==> src/rtl/keypad_scanner_if.sv <==
// Keypad scanner port bundle: matrix strobe/return lines plus the valid/ready key output.
// The scanner takes the master side; the keypad/consumer takes the slave side.
interface keypad_scanner_if #(
    parameter int unsigned ROWS   = 4,
    parameter int unsigned COLS   = 4,
    parameter int unsigned CODE_W = 4
);
    logic [ROWS-1:0]   row;
    logic [COLS-1:0]   col;
    logic [CODE_W-1:0] key_code;
    logic              key_valid;
    logic              key_ready;
    logic              key_held;
    logic              overflow;

    modport master (
        input  row, key_ready,
        output col, key_code, key_valid, key_held, overflow
    );

    modport slave (
        output row, key_ready,
        input  col, key_code, key_valid, key_held, overflow
    );
endinterface

==> src/rtl/keypad_scanner.sv <==
// Matrix keypad scanner: strobes columns one-hot, synchronises and debounces row returns,
// and hands exactly one key code per physical press to a valid/ready consumer.
module keypad_scanner #(
    parameter int unsigned ROWS            = 4,
    parameter int unsigned COLS            = 4,
    parameter int unsigned SCAN_DIV        = 4800,
    parameter int unsigned DEBOUNCE_CYCLES = 480000,
    parameter bit          HEX_MAP         = 1'b1
) (
    input logic              clk,
    input logic              reset,
    keypad_scanner_if.master kp
);
    localparam int unsigned CODE_W = HEX_MAP ? 4 : $clog2(ROWS * COLS);
    localparam int unsigned ColW   = $clog2(COLS);
    localparam int unsigned RowW   = (ROWS > 1) ? $clog2(ROWS) : 1;
    localparam int unsigned ScanW  = $clog2(SCAN_DIV);
    localparam int unsigned DebW   = $clog2(DEBOUNCE_CYCLES + 1);

    localparam logic [ColW-1:0]  ColLast  = ColW'(COLS - 1);
    localparam logic [ScanW-1:0] ScanLast = ScanW'(SCAN_DIV - 1);
    localparam logic [DebW-1:0]  DebLast  = DebW'(DEBOUNCE_CYCLES - 1);

    typedef enum logic [1:0] {StScan, StDebounce, StHeld} state_e;

    state_e            state_q, state_d;
    logic [ROWS-1:0]   row_meta_q, row_sync_q;
    logic [ColW-1:0]   col_idx_q, col_idx_d, col_next;
    logic [RowW-1:0]   row_idx_q, row_idx_d;
    logic [ScanW-1:0]  scan_cnt_q, scan_cnt_d;
    logic [DebW-1:0]   deb_cnt_q, deb_cnt_d;
    logic [CODE_W-1:0] key_code_q, key_code_d, code_new;
    logic              key_valid_q, key_valid_d;
    logic              overflow_q, overflow_d;
    logic              capture;

    function automatic logic [RowW-1:0] lowest_set(input logic [ROWS-1:0] v);
        lowest_set = '0;
        for (int i = ROWS - 1; i >= 0; i--) begin
            if (v[i]) lowest_set = RowW'(i);
        end
    endfunction

    if (HEX_MAP) begin : g_hex
        // Nibble i holds the legend of row i/4, column i%4.
        localparam logic [63:0] HexLut = 64'hDF0E_C987_B654_A321;
        logic [3:0] key_idx;
        assign key_idx  = 4'({row_idx_q, col_idx_q});
        assign code_new = CODE_W'(HexLut[{key_idx, 2'b00} +: 4]);
    end else begin : g_lin
        assign code_new = CODE_W'(32'(row_idx_q) * COLS + 32'(col_idx_q));
    end

    assign col_next = (col_idx_q == ColLast) ? '0 : col_idx_q + 1'b1;

    always_comb begin
        state_d     = state_q;
        col_idx_d   = col_idx_q;
        row_idx_d   = row_idx_q;
        scan_cnt_d  = scan_cnt_q;
        deb_cnt_d   = deb_cnt_q;
        key_code_d  = key_code_q;
        key_valid_d = key_valid_q;
        overflow_d  = 1'b0;
        capture     = 1'b0;

        unique case (state_q)
            StScan: begin
                if (scan_cnt_q == ScanLast) begin
                    scan_cnt_d = '0;
                    if (|row_sync_q) begin
                        row_idx_d = lowest_set(row_sync_q);
                        deb_cnt_d = '0;
                        state_d   = StDebounce;
                    end else begin
                        col_idx_d = col_next;
                    end
                end else begin
                    scan_cnt_d = scan_cnt_q + 1'b1;
                end
            end
            StDebounce: begin
                if (!row_sync_q[row_idx_q]) begin
                    state_d   = StScan;
                    col_idx_d = col_next;
                end else if (deb_cnt_q == DebLast) begin
                    capture   = 1'b1;
                    deb_cnt_d = '0;
                    state_d   = StHeld;
                end else begin
                    deb_cnt_d = deb_cnt_q + 1'b1;
                end
            end
            StHeld: begin
                // Any row activity, from this key or another, restarts the release count.
                if (|row_sync_q) begin
                    deb_cnt_d = '0;
                end else if (deb_cnt_q == DebLast) begin
                    deb_cnt_d = '0;
                    state_d   = StScan;
                    col_idx_d = col_next;
                end else begin
                    deb_cnt_d = deb_cnt_q + 1'b1;
                end
            end
            default: state_d = StScan;
        endcase

        if (capture) begin
            if (!key_valid_q || kp.key_ready) begin
                key_code_d  = code_new;
                key_valid_d = 1'b1;
            end else begin
                overflow_d = 1'b1;
            end
        end else if (key_valid_q && kp.key_ready) begin
            key_valid_d = 1'b0;
        end
    end

    always_ff @(posedge clk) begin
        if (reset) begin
            row_meta_q  <= '0;
            row_sync_q  <= '0;
            state_q     <= StScan;
            col_idx_q   <= '0;
            row_idx_q   <= '0;
            scan_cnt_q  <= '0;
            deb_cnt_q   <= '0;
            key_code_q  <= '0;
            key_valid_q <= 1'b0;
            overflow_q  <= 1'b0;
        end else begin
            row_meta_q  <= kp.row;
            row_sync_q  <= row_meta_q;
            state_q     <= state_d;
            col_idx_q   <= col_idx_d;
            row_idx_q   <= row_idx_d;
            scan_cnt_q  <= scan_cnt_d;
            deb_cnt_q   <= deb_cnt_d;
            key_code_q  <= key_code_d;
            key_valid_q <= key_valid_d;
            overflow_q  <= overflow_d;
        end
    end

    assign kp.col       = {{(COLS - 1){1'b0}}, 1'b1} << col_idx_q;
    assign kp.key_code  = key_code_q;
    assign kp.key_valid = key_valid_q;
    assign kp.key_held  = (state_q == StHeld);
    assign kp.overflow  = overflow_q;
endmodule

==> src/flat_wrapper.sv <==
// flat-port wrapper written by rule: the top's interface ports become plain ports
module keypad_scanner_flat 
#(
    parameter int unsigned ROWS            = 4,
    parameter int unsigned COLS            = 4,
    parameter int unsigned SCAN_DIV        = 4800,
    parameter int unsigned DEBOUNCE_CYCLES = 480000,
    parameter bit          HEX_MAP         = 1'b1
)
  (clk, reset, kp_row, kp_key_ready, kp_col, kp_key_code, kp_key_valid, kp_key_held, kp_overflow);
  keypad_scanner_if #(.ROWS(ROWS), .COLS(COLS), .CODE_W(4)) kp_i ();
  input logic clk;
  input logic reset;
  input wire logic [$bits(kp_i.row)-1:0] kp_row;
  input wire logic [$bits(kp_i.key_ready)-1:0] kp_key_ready;
  output wire logic [$bits(kp_i.col)-1:0] kp_col;
  output wire logic [$bits(kp_i.key_code)-1:0] kp_key_code;
  output wire logic [$bits(kp_i.key_valid)-1:0] kp_key_valid;
  output wire logic [$bits(kp_i.key_held)-1:0] kp_key_held;
  output wire logic [$bits(kp_i.overflow)-1:0] kp_overflow;
  assign kp_i.row = kp_row;
  assign kp_i.key_ready = kp_key_ready;
  assign kp_col = kp_i.col;
  assign kp_key_code = kp_i.key_code;
  assign kp_key_valid = kp_i.key_valid;
  assign kp_key_held = kp_i.key_held;
  assign kp_overflow = kp_i.overflow;
  keypad_scanner #(.ROWS(ROWS), .COLS(COLS), .SCAN_DIV(SCAN_DIV), .DEBOUNCE_CYCLES(DEBOUNCE_CYCLES), .HEX_MAP(HEX_MAP)) u_core (.clk(clk), .reset(reset), .kp(kp_i));
endmodule
==> config.mk <==
export PLATFORM = sky130hd
export DESIGN_NAME = keypad_scanner_flat
export DESIGN_NICKNAME = d
export VERILOG_FILES = /design/src/rtl/keypad_scanner_if.sv /design/src/rtl/keypad_scanner.sv /design/src/flat_wrapper.sv
export SDC_FILE = /design/constraint.sdc
export NUM_CORES = 1
export LEC_CHECK = 0
export ABC_CLOCK_PERIOD_IN_PS = 1900
export CAP_MARGIN = 5
export CORE_ASPECT_RATIO = 1.5
export CORE_MARGIN = 4
export CORE_UTILIZATION = 35
export DETAILED_ROUTE_END_ITERATION = 16
export PLACE_DENSITY_LB_ADDON = 0.3
export SLEW_MARGIN = 20
export SYNTH_ARGS = -nofsm -noshare
export SYNTH_HDL_FRONTEND = slang
export SYNTH_SLANG_ARGS = --single-unit
export TNS_END_PERCENT = 5
==> constraint.sdc <==
create_clock -name clk -period 1.9 [get_ports clk]
set_input_delay 0.19 -clock clk [delete_from_list [all_inputs] [get_ports clk]]
set_output_delay 0.19 -clock clk [all_outputs]
set_load 0.005 [all_outputs]
## Word-level counts from Yosys, hierarchy flattened

Index checks and enable logic that the tools add are counted.

- Memories: 0
- Word-level logic and storage cells: 79
- Flip-flop bits (word level): 52
- Bits in writable memories: 0
- Output and inout port bits: 11
- Bits in latches: 0
- Memory bits (read-only): 0

- Div/mod/pow operators: 0
- Bitwise operators: 1
- $add $sub $neg: 3
- Reductions and logical operators: 14
- Multiplexer cells: 34
- $lt $le $gt $ge: 1
- Shifts and indexed selects: 2
- $mul: 0
- Equality and inequality tests: 14

Operators with widths:

| kind | number |
|---|---|
| 2-to-1 mux 19 bit | 5 |
| variable part select 64 x 7 -> 4 bit, first input constant | 1 |
| one-hot mux 19 bit (3 select lines) | 1 |
| 2-to-1 mux 2 bit | 16 |
| adder 19 x 1 -> 19 bit, second input constant | 1 |
| == test 19 bit, second input constant | 1 |
| adder 13 x 1 -> 13 bit, second input constant | 1 |
| == test 13 bit, second input constant | 1 |
| 2-to-1 mux 13 bit | 1 |
| one-hot mux 2 bit (3 select lines) | 2 |
| 2-to-1 mux 1 bit | 8 |
| != test 2 x 1 -> 1 bit, second input constant | 4 |
| != test 2 bit, second input constant | 4 |
| AND reduction 6 bit | 1 |
| AND reduction 5 bit | 1 |
| == test 2 bit, second input constant | 2 |
| AND reduction 2 bit | 2 |
| AND reduction 4 bit | 1 |
| OR reduction 4 bit | 1 |
| << shifter 1 x 2 -> 4 bit, first input constant | 1 |
| < comparator 2 x 3 -> 1 bit, second input constant | 1 |
| != test 3 bit, second input constant | 1 |
| AND reduction 3 bit | 1 |
| nonzero test 3 bit | 1 |
| other kinds (10) | 10 |

## Logic depth before layout (Yosys ltp)

- Depth after elaboration: 6
- Mapped depth: 8
- Gate-level depth less buffers: 7

## Worst setup path before layout

No wires, ideal clock.

- Path kind: register to register
- Start point: register u_core.deb_cnt_q[0]
- End point: register u_core.col_idx_q[0]
- Setup slack: -126 ps
- Stages on the path, launching flop included: 7
- Clock period less this slack: 2,026 ps
- Arrival time: 1,905 ps
- Setup time: 121 ps
- Path through: dfxtp_1 -> ha_1 -> nand4_1 -> nor4_4 -> a31oi_1 -> nor4_2 -> mux2_2

- Longest elaborated chain between the ends: 3

RTL lines:

| what | line | text |
|---|---|---|
| start: declaration | keypad_scanner.sv:31 | `logic [DebW-1:0] deb_cnt_q, deb_cnt_d;` |
| start signal: assignment | keypad_scanner.sv:140 | `deb_cnt_q <= deb_cnt_d;` |
| == test 19 bit | keypad_scanner.sv:98 | `end else if (deb_cnt_q == DebLast) begin` |
| != test 2 x 1 -> 1 bit (no line) | -- |  |
| AND reduction 6 bit (no line) | -- |  |
| end signal: assignment | keypad_scanner.sv:137 | `col_idx_q <= col_idx_d;` |
| end: declaration | keypad_scanner.sv:28 | `logic [ColW-1:0] col_idx_q, col_idx_d, col_next;` |

No other way between the ends.
A chain may end at the register's enable or synchronous reset.

## Final worst setup path

- Start point: register u_core.deb_cnt_q[1]
- End point: register u_core.deb_cnt_q[2]

- Longest elaborated chain between the ends: 4

RTL lines:

| what | line | text |
|---|---|---|
| adder 19 x 1 -> 19 bit or == test 19 bit (tied branches) | -- |  |
| 2-to-1 mux 19 bit * | keypad_scanner.sv:86, keypad_scanner.sv:98 |  |
| 2-to-1 mux 19 bit (on tied branches) | keypad_scanner.sv:96, keypad_scanner.sv:83 |  |
| one-hot mux 19 bit (3 select lines) * | keypad_scanner.sv:67 | `unique case (state_q)` |

Mark *: on every way between the ends. The rest lies on a longest branch, timed or not. The select of a mux whose other input is x is not followed.

==> impl_metrics.csv <==
group,metric,value,unit
worst_setup_path,crit_family,"compound AO/OA/AOI/OAI gates",
routing,ant_nets,0,
worst_setup_path,r2r-end,"u_core.deb_cnt_q[2]",
floorplanning,initial_core_util,36.4,%
routing,dr.first_iter.drc_count,75,
floorplanning,die_w,81.3,um
logic_synthesis,synth.most_common_cell,"dfxtp_1",
grt,grt_pass1_wl,11.4,mm
floorplanning,die_y,118,um
cts,cts_tree,"built",
logic_synthesis,async_flop_share,0,%
run_status,status,"finished, final reports clean",
final_layout,finalNonFillerCells,488,
logic_synthesis,synth_fp_nets,337,
power_and_ir_drop,p_per_area,560,nW/um2
logic_synthesis,synth.top_cell.area_share,36.9,%
sta,drv_slew,0,
logic_synthesis,synth.distinct_cells,60,
routing,drc,0,
power_and_ir_drop,irDropWorstVdd,376,uV
floorplanning,dieArea,9590,um2
power_and_ir_drop,p_leak,0.00136,uW
worst_setup_path,crit_type,"reg -> reg",
logic_synthesis,ys.flop_type,"dfxtp_1",
worst_setup_path,worstRegToRegCells,8,
cts,cts-root-buf,"clkbuf_16",
placed_design,place_congestion,0.821,
final_layout,postLayoutCellArea,3700,um2
routing,first_pass_iters,4,
sta,min_period,1.89,ns
worst_setup_path,crit_fanout,5,
worst_setup_path,critPathLaunch,"u_core.deb_cnt_q[1]",
routing,avgRoutedWirePerCell,13.9,um
placed_design,dpl.hpwl,5.11,mm
grt,antenna_found_initial,0,
logic_synthesis,syn_area_per_cell,8.87,um2
logic_synthesis,synth-warning-count,0,
sta,setup_violations,0,
worst_setup_path,r2r-start,"u_core.deb_cnt_q[1]",
routing,via_count,2543,
worst_setup_path,start_kind,"flip-flop",
grt,grt_pass1_vias,2498,
floorplanning,row_count,39,
worst_setup_path,reg2reg_setup_slack,0.01,ns
grt,grtUsageTotal,14.8,%
worst_setup_path,arrival,2.06,ns
cts,htree_num_levels,2,
final_layout,diodes,0,
floorplanning,io_pins,18,
logic_synthesis,synth_area_leaders,"dfxtp_1 37%, ha_1 5.3%, nand4_1 5.1%, a21oi_1 4.6%, o21ai_0 2.8%",
placed_design,pre_cts_slack,-0.0232,ns
logic_synthesis,synth-edff-count,0,
routing,wl,6.76,mm
logic_synthesis,syn_inst,318,
sta,whs,0.443,ns
worst_setup_path,cp_slowest_cell,"a211oi_2",
logic_synthesis,yosys-top-cells-count,"52 x dfxtp_1, 26 x a21oi_1, 23 x nand4_1",
grt,grt_max_degree,26,
sta,finalCritPeriodShare,99.4,%
cts,cts_hold_buf,0,
grt,grt_remaining_overflow,0,
cts,clk_pin_slew_worst_paths,0.06,ns
cts,cts_sinks,52,
sta,rsz0062_at_grt,"yes",
hold_path,min_to,"u_core.row_sync_q[3]",
sta,max_freq,530,MHz
placed_design,io_buffers,17,
logic_synthesis,yosysTopAreaCell,"dfxtp_1",
worst_setup_path,cp_slowest_stage_delay,0.35,ns
hold_path,hp-class,"reg -> reg",
final_layout,drive_gt1_share,26.4,%
hold_path,worstHoldStart,"u_core.row_meta_q[3]",
cts,insertion_delay,0.29,ns
worst_setup_path,crit_required,2.07,ns
placed_design,dpl_cell_area,3460,um2
cts,clk_path_buf_depth,2,
final_layout,layout.nets,405,
sta,skew,0.00512,ns
sta,fin_ws,0.0122,ns
hold_path,holdPathStages,1,
worst_setup_path,path_buf_inv,2,
logic_synthesis,seq_area_frac_synth,36.9,%
floorplanning,coreArea,7760,um2
worst_setup_path,worstPathCellList,"ha_2 -> nand4_1 -> nor4_4 -> buf_4 -> a211oi_2 -> buf_4 -> a211oi_2 -> o32ai_1",
worst_setup_path,end_kind,"flip-flop",
logic_synthesis,syn_area,2820,um2
sta,hold_viol_final,0,
logic_synthesis,synth-seq-cells,52,
sta,fin_tns_setup,0,ns
final_layout,area_growth,31.3,%
routing,via_per_inst,5.21,
cts,numCtsBuffers,5,
worst_setup_path,worst-path-stages,8,
sta,tightest_slew,0.338,ns
flow_run,max-cap-violations,0,
sta,relSlewSlack,77.4,%
placed_design,dp_cells,477,
-- final cells by class --
cell class	instances	area [um2]
fillers	729	4050
multi-input cells	234	1700
flip-flops and latches	52	1050
repair buffers	76	632
clock buffers	6	129
well taps	102	128
inverters	17	63.8
clock inverters	1	5.00
-- cell usage in the layout (no fill, tap or decap), drive strengths merged, types with 2 or more instances in the layout --
master          n
a211oi          4
a21o            2
a21oi          27
a22oi           2
and2            5
and3            2
and4            5
buf            59
clkbuf          6
clkdlybuf4s50  17
clkinv          3
dfxtp          52
ha             12
inv            15
mux2            3
mux2i           5
nand2          18
nand2b          3
nand3          10
nand4          25
nor2           18
nor2b           9
nor3            7
nor4            5
o21a            3
o21ai          17
o21ba           2
o31ai           7
o32ai           3
or2             2
or3            12
or4             6
xnor2           4
xor2            5
-- routing by layer --
metal / share of wire, % / vias to the layer above / track usage, %
li1: - / 1308 / -
met1: 42 / 1201 / 16.9
met2: 55 / 25 / 26.7
met3: 1.6 / 9 / 2.30
met4: 1.9 / 0 / 5.07
met5: 0 / - / 0
-- power by group --
group	switching [uW]	internal, uW	total (uW)
Clock	383	480	863
Combinational	49.4	52.2	102
Sequential	7.02	1100	1110
Total	440	1630	2070
-- registers in the layout, summed over array words and instances, names as in the netlist --
signal               count
u_core.row_sync_q        4
u_core.kp.key_valid      1
u_core.col_idx_q         2
u_core.row_meta_q        4
u_core.row_idx_q         2
u_core.scan_cnt_q       13
u_core.kp.overflow       1
u_core.state_q           2
u_core.deb_cnt_q        19
u_core.kp.key_code       4
-- how the worst max path moves through the flow --
stage | slack, ns | to
after floorplan | 0.0004 | u_core.col_idx_q[0]
after global routing | -0.10 | u_core.kp.key_code[0]
final | 0.01 | u_core.deb_cnt_q[2]
after global placement | 0.04 | u_core.col_idx_q[0]
after detailed placement | -0.02 | u_core.kp.key_code[1]
after CTS | -0.02 | u_core.col_idx_q[0]
-- repair_timing --
action,CTS,global route
resized for setup,0,22
buffers inserted,4,0
endpoints found under the setup margin,2,23
pin swaps,1,9
-- metrics by stage --
stage	total power, uW	util [%]
floorplan	1190	-
global placement	1230	44.7
detailed placement	1230	44.7
CTS	2100	46.8
global route	2150	47.8
finish	2070	47.8
-- cell families (layout without fill, tap and decap cells) --
family	count (synthesis)	count (layout)	synth area share, %
simple gates	131	131	28.8
compound gates	73	73	17.2
flops	52	52	36.9
buf+inv	32	100	5.23
fa+ha+maj	12	12	5.32
xor+xnor	9	9	2.79
mux	9	9	3.77
Power figures use the tool's default switching activity.
